### config.mk
export PLATFORM = sky130hd
export DESIGN_NAME = fb_clk_switch_ctrl_flat
export DESIGN_NICKNAME = d
export VERILOG_FILES = /design/src/rtl/fb_clk_switch_if.sv /design/src/rtl/fb_clk_switch_ctrl.sv /design/src/flat_wrapper.sv
export SDC_FILE = /design/constraint.sdc
export NUM_CORES = 1
export LEC_CHECK = 0
export ABC_CLOCK_PERIOD_IN_PS = 5080
export CORE_ASPECT_RATIO = 0.8
export CORE_MARGIN = 2
export CORE_UTILIZATION = 64
export CTS_CLUSTER_DIAMETER = 150
export DETAILED_ROUTE_END_ITERATION = 16
export GPL_TIMING_DRIVEN = 0
export HOLD_SLACK_MARGIN = 0.03
export PLACE_DENSITY = 0.84
export SLEW_MARGIN = 20
export SYNTH_ARGS = -nofsm -noshare
export SYNTH_HDL_FRONTEND = slang
export SYNTH_SLANG_ARGS = --single-unit
### constraint.sdc
create_clock -name clk -period 5.08 [get_ports clk]
set_input_delay 1.27 -clock clk [delete_from_list [all_inputs] [get_ports clk]]
set_output_delay 1.27 -clock clk [all_outputs]
set_load 0.05 [all_outputs]
### src/rtl/fb_clk_switch_if.sv
// Request/status bundle between the power controller and the clock switch
// sequencer.
interface fb_clk_switch_if #(
   parameter int M = 2
);
   logic         req_valid;
   logic [M-1:0] req_sel;
   logic         req_ready;
   logic         busy;
   logic         done;
   logic         err;
   logic [1:0]   err_code;

   modport master (
      output req_valid, req_sel,
      input  req_ready, busy, done, err, err_code
   );

   modport slave (
      input  req_valid, req_sel,
      output req_ready, busy, done, err, err_code
   );
endinterface

### src/rtl/fb_clk_switch_ctrl.sv
// Sequencer for the glitch-free N:1 clock switch: liveness-checks the target
// before moving select, holds select while settling, fails over when dead.
module fb_clk_switch_ctrl #(
   parameter int N           = 4,
   parameter int M           = 2,
   parameter int SYNC_STAGES = 2,
   parameter int CHK_CYC     = 64,
   parameter int MIN_EDGES   = 4,
   parameter int SETTLE_CYC  = 32,
   parameter int LOSS_CYC    = 128,
   parameter int FALLBACK    = 0
) (
   input  logic           clk,
   input  logic           reset_n,
   fb_clk_switch_if.slave req,
   input  logic [N-1:0]   clk_tog,
   output logic [M-1:0]   select,
   output logic [N-1:0]   clk_active
);
   localparam int IW = $clog2(LOSS_CYC + 1);
   localparam int WW = $clog2(CHK_CYC + 1);
   localparam int EW = $clog2(MIN_EDGES + 1);
   localparam int SW = $clog2(SETTLE_CYC + 1);
   localparam int NP = 2 ** M;
   localparam logic [M-1:0] FB_SEL = M'(FALLBACK);

   typedef enum logic [1:0] {
      S_IDLE,
      S_CHECK,
      S_SWITCH,
      S_FAIL
   } state_t;

   logic [N-1:0][SYNC_STAGES-1:0] sync_q, sync_d;
   logic [N-1:0]                  prev_q, prev_d;
   logic [N-1:0]                  seen_q, seen_d;
   logic [N-1:0][IW-1:0]          idle_q, idle_d;
   logic [N-1:0]                  edge_w;
   logic [NP-1:0]                 edge_pad;
   logic [NP-1:0]                 act_pad;

   state_t         state_q, state_d;
   logic [M-1:0]   tgt_q, tgt_d;
   logic [M-1:0]   sel_q, sel_d;
   logic [WW-1:0]  win_q, win_d;
   logic [EW-1:0]  edg_q, edg_d;
   logic [SW-1:0]  set_q, set_d;
   logic           fo_q, fo_d;
   logic           done_q, done_d;
   logic           err_q, err_d;
   logic [1:0]     code_q, code_d;
   logic           rdy_q;
   logic           fo_cond;
   logic           ready_w;
   logic           busy_w;

   always_comb begin
      for (int i = 0; i < N; i++) begin
         sync_d[i] = (sync_q[i] << 1) | SYNC_STAGES'(clk_tog[i]);
         prev_d[i] = sync_q[i][SYNC_STAGES-1];
         edge_w[i] = sync_q[i][SYNC_STAGES-1] ^ prev_q[i];
         seen_d[i] = seen_q[i] | edge_w[i];
         if (edge_w[i])
            idle_d[i] = '0;
         else if (idle_q[i] != IW'(LOSS_CYC))
            idle_d[i] = idle_q[i] + 1'b1;
         else
            idle_d[i] = idle_q[i];
         clk_active[i] = seen_q[i] && (idle_q[i] < IW'(LOSS_CYC));
      end
   end

   always_ff @(posedge clk or negedge reset_n) begin
      if (!reset_n) begin
         sync_q <= '0;
         prev_q <= '0;
         seen_q <= '0;
         idle_q <= '0;
      end else begin
         sync_q <= sync_d;
         prev_q <= prev_d;
         seen_q <= seen_d;
         idle_q <= idle_d;
      end
   end

   // Padded so select/target can index safely when N < 2**M.
   assign edge_pad = NP'(edge_w);
   assign act_pad  = NP'(clk_active);
   assign fo_cond  = !act_pad[sel_q] && (sel_q != FB_SEL);

   always_comb begin
      state_d = state_q;
      tgt_d   = tgt_q;
      sel_d   = sel_q;
      win_d   = win_q;
      edg_d   = edg_q;
      set_d   = set_q;
      fo_d    = fo_q;
      done_d  = 1'b0;
      err_d   = 1'b0;
      code_d  = code_q;
      ready_w = 1'b0;
      busy_w  = (state_q != S_IDLE);
      unique case (state_q)
         S_IDLE: begin
            ready_w = rdy_q && !fo_cond;
            if (fo_cond) begin
               sel_d   = FB_SEL;
               fo_d    = 1'b1;
               set_d   = '0;
               state_d = S_SWITCH;
            end else if (req.req_valid && ready_w) begin
               if (int'(req.req_sel) >= N) begin
                  err_d  = 1'b1;
                  code_d = 2'd2;
               end else if (req.req_sel == sel_q) begin
                  done_d = 1'b1;
                  code_d = 2'd0;
               end else begin
                  tgt_d   = req.req_sel;
                  win_d   = '0;
                  edg_d   = '0;
                  state_d = S_CHECK;
               end
            end
         end
         S_CHECK: begin
            win_d = win_q + 1'b1;
            if (edge_pad[tgt_q] && (edg_q != EW'(MIN_EDGES)))
               edg_d = edg_q + 1'b1;
            if (edg_d == EW'(MIN_EDGES)) begin
               sel_d   = tgt_q;
               set_d   = '0;
               fo_d    = 1'b0;
               state_d = S_SWITCH;
            end else if (win_q == WW'(CHK_CYC - 1)) begin
               state_d = S_FAIL;
            end
         end
         S_SWITCH: begin
            set_d = set_q + 1'b1;
            if (set_q == SW'(SETTLE_CYC)) begin
               state_d = S_IDLE;
               set_d   = '0;
               fo_d    = 1'b0;
               if (fo_q) begin
                  err_d  = 1'b1;
                  code_d = 2'd3;
               end else begin
                  done_d = 1'b1;
                  code_d = 2'd0;
               end
            end
         end
         S_FAIL: begin
            err_d   = 1'b1;
            code_d  = 2'd1;
            state_d = S_IDLE;
         end
         default: state_d = S_IDLE;
      endcase
   end

   always_ff @(posedge clk or negedge reset_n) begin
      if (!reset_n) begin
         state_q <= S_IDLE;
         tgt_q   <= FB_SEL;
         sel_q   <= FB_SEL;
         win_q   <= '0;
         edg_q   <= '0;
         set_q   <= '0;
         fo_q    <= 1'b0;
         done_q  <= 1'b0;
         err_q   <= 1'b0;
         code_q  <= 2'd0;
         rdy_q   <= 1'b0;
      end else begin
         state_q <= state_d;
         tgt_q   <= tgt_d;
         sel_q   <= sel_d;
         win_q   <= win_d;
         edg_q   <= edg_d;
         set_q   <= set_d;
         fo_q    <= fo_d;
         done_q  <= done_d;
         err_q   <= err_d;
         code_q  <= code_d;
         rdy_q   <= 1'b1;
      end
   end

   assign select       = sel_q;
   assign req.req_ready = ready_w;
   assign req.busy     = busy_w;
   assign req.done     = done_q;
   assign req.err      = err_q;
   assign req.err_code = code_q;
endmodule
### src/flat_wrapper.sv
// flat-port wrapper written by rule: the top's interface ports become plain ports
module fb_clk_switch_ctrl_flat 
#(
   parameter int N           = 4,
   parameter int M           = 2,
   parameter int SYNC_STAGES = 2,
   parameter int CHK_CYC     = 64,
   parameter int MIN_EDGES   = 4,
   parameter int SETTLE_CYC  = 32,
   parameter int LOSS_CYC    = 128,
   parameter int FALLBACK    = 0
)
  (clk, reset_n, clk_tog, select, clk_active, req_req_valid, req_req_sel, req_req_ready, req_busy, req_done, req_err, req_err_code);
  fb_clk_switch_if #(.M(M)) req_i ();
  input  logic clk;
  input  logic reset_n;
  input  logic [N-1:0] clk_tog;
  output logic [M-1:0] select;
  output logic [N-1:0] clk_active;
  input wire logic [$bits(req_i.req_valid)-1:0] req_req_valid;
  input wire logic [$bits(req_i.req_sel)-1:0] req_req_sel;
  output wire logic [$bits(req_i.req_ready)-1:0] req_req_ready;
  output wire logic [$bits(req_i.busy)-1:0] req_busy;
  output wire logic [$bits(req_i.done)-1:0] req_done;
  output wire logic [$bits(req_i.err)-1:0] req_err;
  output wire logic [$bits(req_i.err_code)-1:0] req_err_code;
  assign req_i.req_valid = req_req_valid;
  assign req_i.req_sel = req_req_sel;
  assign req_req_ready = req_i.req_ready;
  assign req_busy = req_i.busy;
  assign req_done = req_i.done;
  assign req_err = req_i.err;
  assign req_err_code = req_i.err_code;
  fb_clk_switch_ctrl #(.N(N), .M(M), .SYNC_STAGES(SYNC_STAGES), .CHK_CYC(CHK_CYC), .MIN_EDGES(MIN_EDGES), .SETTLE_CYC(SETTLE_CYC), .LOSS_CYC(LOSS_CYC), .FALLBACK(FALLBACK)) u_core (.clk(clk), .reset_n(reset_n), .req(req_i), .clk_tog(clk_tog), .select(select), .clk_active(clk_active));
endmodule
==> results.cfg, run 1 <==
[yosys]
synth_area_sq_um = 3870
syn_area_per_cell_sq_um = 10.40
synth_edf_count = 0
syn_inst = 372
synth_top_area_frac = 0.4914
yosysTopAreaCell = dfrtp_1
ys_warn_count = 0
ys_seq_area_frac = 0.4914
synthFlopType = dfrtp_1
synth_seq_cells = 76
ys_async_sr_fraction = 1.000
ys_top_cells_by_area = dfrtp_1 (49%), ha_1 (5.5%), nor2_1 (4.8%), xor2_1 (4.8%), nand3_1 (4.3%)
syn_nets = 398
ys_types = 66

[power]
p_leak_uw = 0.001946
p_total_uw = 1990
vdd.ir_drop.worst_mv = 0.3316
powerDensity_nw_per_um2 = 453.2

[cts]
cts_setup_buffers = 0
hold_buffers = 0
tritoncts = built
cts_buffers = 9
clk_latency_ns = 0.35
htreeDepth = 3
path_clk_slew_ns = 0.08
cts_resized = 0
clk_path_buf_depth = 2
cts.sinks = 76
cts-root-buf = clkbuf_8

[placed_design]
finalWeightedCongestion = 0.8458
dpl.hpwl_mm = 5.226
port_buffers = 20

[global_routing]
grt.overflow.total = 0
antenna_found_initial = 0
grt_pass1_vias = 2843
grt.total_usage = 0.2414
grt_pass1_wl_mm = 12.86
grt_max_degree = 61

[floorplan]
initial_core_util = 0.6581
dieArea_sq_um = 6689
io_pins = 21
core-area_sq_um = 5881
fp.dieW_microns = 90.94
rows = 25
dieHeight_microns = 73.55

[cells_and_area]
n_antenna_cell = 0
area_growth_pct = 13.48
nNetsFinal = 430
final-seq-area_sq_um = 1902
layout-drive-gt1-share = 0.1125
fillCellCount = 415
multi_input_area_sq_um = 1834

[sta]
period_minus_slack_ns = 3.886
maxSlewHeadroom = 0.6137
slew_viol_final = 0
max_freq_mhz = 257.3
setup_tns_ns = 0
min_period_over_period = 0.7650
worst_clock_skew_ns = 0.01216
finalSetupViolations = 0
finalHoldViolations = 0
rsz0062_at_grt = no
worstMarginPinSlew_ns = 0.5756

[min_path]
min_from = u_core.sync_q[0]
worstHoldPathCells = 0
hp-class = reg2reg
whs_endpoint = u_core.prev_d[0]

[detailed_routing]
num_vias = 2864
avgRoutedWirePerCell_microns = 14.97
drt-initial-drc-count = 229
ant_nets = 0
routed_via_density = 5.845
first_pass_iters = 4
drc = 0
postRouteWirelength_mm = 7.336

[worst_setup_path]
rr_worst_depth = 7
crit_type = reg2out
arrival_ns = 2.62
rr_startpoint = u_core.prev_q[2]
required_ns = 3.81
critPathLaunchType = register
rr_endpoint = u_core.set_q[2]
worst_setup_path_end_kind = primary output
critPathMaxFanout = 10
worst-r2r-setup-slack_ns = 2.58

[run_status]
status = complete, no violations

[job]
max_cap_viol_count = 0
[layout make-up]
cell class	instances	share of cell area
clock inverters	4	0.006838
well taps	81	0.02308
multi-input cells	267	0.4177
repair buffers	21	0.05128
plain buffers	5	0.009972
inverters	24	0.02051
clock buffers	12	0.03761
flip-flops and latches	76	0.4330
[through the flow]
stage                       util  hold slack, ns  worst slack (ns)  area [sq um]  std cells
after floorplan                -          0.3312             1.764          3870        372
after global placement    0.7094          0.3323            0.2044          4172        473
after detailed placement  0.7136          0.3355             1.598          4197        474
after CTS                 0.7468          0.3636             1.209          4392        490
after global routing      0.7468          0.3745             1.054          4392        490
final                     0.7468          0.3588             1.194          4392        490
[how the worst max path moves through the flow]
stage                            startpoint              end  slack (ns)  cells past startpoint
after floorplan           u_core.idle_q[31]    req_req_ready        1.76                      4
after CTS                 u_core.state_q[1]    req_req_ready        1.21                      6
after global placement              reset_n  u_core.win_q[5]        0.20                      1
after global routing      u_core.state_q[0]    req_req_ready        1.05                      6
final                     u_core.state_q[0]    req_req_ready        1.19                      6
after detailed placement  u_core.state_q[1]    req_req_ready        1.60                      6
[kinds of logic (layout without fill, tap and decap cells)]
family	Yosys count	in the layout	synth area share
AOI/OAI and AO/OA	59	59	0.1128
xor gates and xnor gates	32	32	0.07824
adders and majority gates	17	17	0.05496
buffers and inverters	29	66	0.03459
DFF	76	76	0.4914
muxes	10	10	0.03169
other	1	1	0.0009690
and+or+nand+nor	148	148	0.1953
[metal layers]
layer | global-route usage | vias up | share of wire
li1 | - | 1360 | -
met1 | 0.3104 | 1420 | 0.47
met2 | 0.4140 | 72 | 0.48
met3 | 0.04615 | 12 | 0.038
met4 | 0.09259 | 0 | 0.016
met5 | 0 | - | 0
[worst max-delay path: stages (launching register included)]
cell	delay, ns
dfrtp_1	0.45
inv_1	0.11
ha_1	0.14
clkbuf_1	0.33
o21a_1	0.29
and2_1	0.16
clkdlybuf4s50_1	0.79
[registers in the layout, summed over array words and instances, names as in the netlist, 2 cells and up]
signal	flops
u_core.win_q	7
u_core.req.err_code	2
u_core.prev_q	4
u_core.prev_d	4
u_core.sync_q	4
u_core.edg_q	3
u_core.tgt_q	2
u_core.select	2
u_core.set_q	6
u_core.state_q	2
u_core.seen_q	4
u_core.idle_q	32
[cell usage in the layout (no fill, tap or decap), types with 3 or more instances in the layout]
master,count
dfrtp_1,76
nor2_1,50
nand3_1,33
inv_1,24
xor2_1,21
clkdlybuf4s50_1,19
ha_1,17
nand2_1,16
clkbuf_8,13
and3_1,10
o21ai_0,10
a21oi_1,9
xnor2_1,8
mux2_2,8
o31ai_1,6
nor2b_1,5
or2_2,5
nand2b_1,4
xor2_2,3
nand4_1,3
nor4b_1,3
o221ai_1,3
a21o_1,3
[power breakdown]
group	internal [uW]	total [uW]	switching, uW
sequential	693	785	92.4
clock	220	443	223
combinational	303	762	459
[Yosys cell counts (4+ instances only)]
master and number:
and3_1 10, ha_1 17, o21ai_0 10, xnor2_1 8
dfrtp_1 76, nand2_1 16, or2_2 5, o31ai_1 6
nand2b_1 4, mux2_2 8, a21oi_1 9, nor2_1 50
nand3_1 33, inv_1 24, nor2b_1 5, xor2_1 21
(Power assumes the default switching activity.)
==> run 2: changes to the inputs <==
--- a/config.mk
+++ b/config.mk
@@ -5,15 +5,15 @@
 export SDC_FILE = /design/constraint.sdc
 export NUM_CORES = 1
 export LEC_CHECK = 0
-export ABC_CLOCK_PERIOD_IN_PS = 5080
+export ABC_CLOCK_PERIOD_IN_PS = 3400
 export CORE_ASPECT_RATIO = 0.8
 export CORE_MARGIN = 2
-export CORE_UTILIZATION = 64
+export CORE_UTILIZATION = 54
 export CTS_CLUSTER_DIAMETER = 150
 export DETAILED_ROUTE_END_ITERATION = 16
 export GPL_TIMING_DRIVEN = 0
 export HOLD_SLACK_MARGIN = 0.03
-export PLACE_DENSITY = 0.84
+export PLACE_DENSITY = 0.76
 export SLEW_MARGIN = 20
 export SYNTH_ARGS = -nofsm -noshare
 export SYNTH_HDL_FRONTEND = slang
==> constraint.sdc (replaced) <==
create_clock -name clk -period 3.4 [get_ports clk]
set_input_delay 0.85 -clock clk [delete_from_list [all_inputs] [get_ports clk]]
set_output_delay 0.85 -clock clk [all_outputs]
set_load 0.05 [all_outputs]
==> run 2 against run 1 <==
Compared with the run above: combinational power rose by 48%; clock power rose by 71%; core utilization down 11 points; register-to-register slack got worse by 1.8 ns; die area increased by 18%; power increased by 54%; global-route usage decreased by 4.0 points; cell count up 1.2%; wire length is 3.9% lower; setup slack got worse by 1.0 ns; highest routed layer unchanged.
==> results.cfg, run 2 (synthesis gave the netlist of run 1 again) <==
[floorplan]
dieArea_sq_um = 7864
initial_core_util = 0.5588
core-area_sq_um = 6925
dieHeight_microns = 79.72
io_pins = 21
rows = 27
fp.dieW_microns = 98.65

[sta]
worst_clock_skew_ns = 0.01317
maxSlewHeadroom = 0.5623
rsz0062_at_grt = no
min_period_over_period = 0.9448
slew_viol_final = 0
period_minus_slack_ns = 3.212
finalHoldViolations = 0
max_freq_mhz = 311.3
whs_ns = 0.3539
setup_tns_ns = 0
finalSetupViolations = 0
worstMarginPinSlew_ns = 0.6551

[worst_setup_path]
rr_startpoint = u_core.state_q[1]
crit_type = reg2out
slowest_stage = clkdlybuf4s15_1
rr_endpoint = u_core.win_q[3]
required_ns = 2.55
worst-r2r-setup-slack_ns = 0.79
rr_worst_depth = 8
critPathLaunchType = register
critPathLaunch = u_core.state_q[1]
critPathMaxFanout = 10
worst_setup_path_end_kind = primary output
endpoint = req_req_ready
cp_cell_sequence = inv_1 > ha_1 > clkbuf_1 > o21a_1 > and2_1 > clkdlybuf4s15_1
max_stage_delay_ns = 0.49
arrival_ns = 2.36

[cells_and_area]
largestRegisters = u_core.idle_q: 32 flops, u_core.win_q: 7 flops, u_core.set_q: 6 flops
final-seq-area_sq_um = 1902
n_antenna_cell = 0
largest_register_ffs = 32
multi_input_area_sq_um = 1834
top_register = u_core.idle_q
nNetsFinal = 430
most-common-layout-cells = dfrtp_1 (76), nor2_1 (50), nand3_1 (33), inv_1 (24), xor2_1 (21)
area_growth_pct = 14.39
layout-drive-gt1-share = 0.1125
finalNonFillerCells = 496
final_common_cell = dfrtp_1
fillCellCount = 563

[detailed_routing]
drt-initial-drc-count = 178
postRouteWirelength_mm = 7.050
wl_met3_microns = 236
routed_via_density = 5.591
num_vias = 2773
dr_wl_met2_mm = 3.218
ant_nets = 0
top_layer_used = met4
wl_met1_mm = 3.531
drc = 0
first_pass_iters = 5
avgRoutedWirePerCell_microns = 14.21

[power]
p_leak_uw = 0.001957
vdd.ir_drop.worst_mv = 0.3688
powerDensity_nw_per_um2 = 692.2

[cts]
cts.sinks = 76
path_clk_slew_ns = 0.08
cts_buffers = 9
tritoncts = built
cts_setup_buffers = 0
clk_path_buf_depth = 2
htreeDepth = 3
clk_latency_ns = 0.35
cts-root-buf = clkbuf_8

[global_routing]
grt_max_degree = 50
grt.overflow.total = 0
grt.total_usage = 0.2013
grt_pass1_wl_mm = 12.55
grt_pass1_vias = 2708
antenna_found_initial = 0

[placed_design]
finalWeightedCongestion = 0.9005
dpl.cell_count = 480
dpl.hpwl_mm = 5.003
port_buffers = 20

[min_path]
hp-class = reg2reg

[job]
max_cap_viol_count = 0

[run_status]
status = complete, no violations
## run 2: cell types whose count changed in the layout (fill, tap and decap cells not counted), sizes merged
cell	previous run	this run
bufinv	0	2
clkbuf	15	12
clkdlybuf4s15	0	1
clkdlybuf4s50	19	18
clkinv	1	3
inv	26	25
## run 2: critical path, delay by kind of cell, from the launching register on
family	cells	cell delay, ns
AO/OA/AOI/OAI	1	0.28
adder cells (fa/ha/maj)	1	0.16
flip-flops	1	0.44
buffers and inverters	3	0.98
AND/OR/NAND/NOR	1	0.15
## run 2: final cells by class
cell class | count | area share
flip-flops and latches | 76 | 0.4296
plain buffers | 5 | 0.009893
multi-input cells | 267 | 0.4144
clock buffers | 9 | 0.02798
inverters | 24 | 0.02035
well taps | 87 | 0.02459
repair buffers | 21 | 0.05088
clock inverters | 7 | 0.02233
## run 2: how the worst min path moves through the flow
stage / startpoint / end / slack [ns] / cells past startpoint
after global placement: u_core.sync_q[6] / u_core.prev_d[3] / 0.33 / 0
after global routing: u_core.sync_q[2] / u_core.prev_d[1] / 0.36 / 0
after detailed placement: u_core.sync_q[6] / u_core.prev_d[3] / 0.34 / 0
final: u_core.sync_q[6] / u_core.prev_d[3] / 0.35 / 0
after CTS: u_core.sync_q[6] / u_core.prev_d[3] / 0.35 / 0
after floorplan: u_core.sync_q[0] / u_core.prev_d[0] / 0.33 / 0
## run 2: metal layers
layer  track usage  up-vias
li1              -     1371
met1        0.2726     1354
met2        0.3150       43
met3       0.06392        5
met4       0.05616        0
met5             0        -
## run 2: timing repair
item / 4_1_cts / 5_1_grt
hold buffers: 0 / 0
resized for setup: 1 / 1
setup endpoints to repair: 1 / 1
## run 2: metrics by stage
step / setup slack (ns) / total power [uW] / area (sq um) / util
2_1_floorplan: 0.5041 / 2007 / 3870 / -
3_3_place_gp: -1.139 / 2270 / 4179 / 0.6034
3_5_place_dp: 0.2844 / 2312 / 4204 / 0.6070
4_1_cts: 0.1638 / 3082 / 4425 / 0.6390
5_1_grt: 0.01837 / 3265 / 4427 / 0.6392
6_report: 0.1878 / 3064 / 4427 / 0.6392
## run 2: where the power goes
group	switching (uW)	internal, uW
clock	343	417
combinational	682	451
sequential	136	1030
total	1160	1900
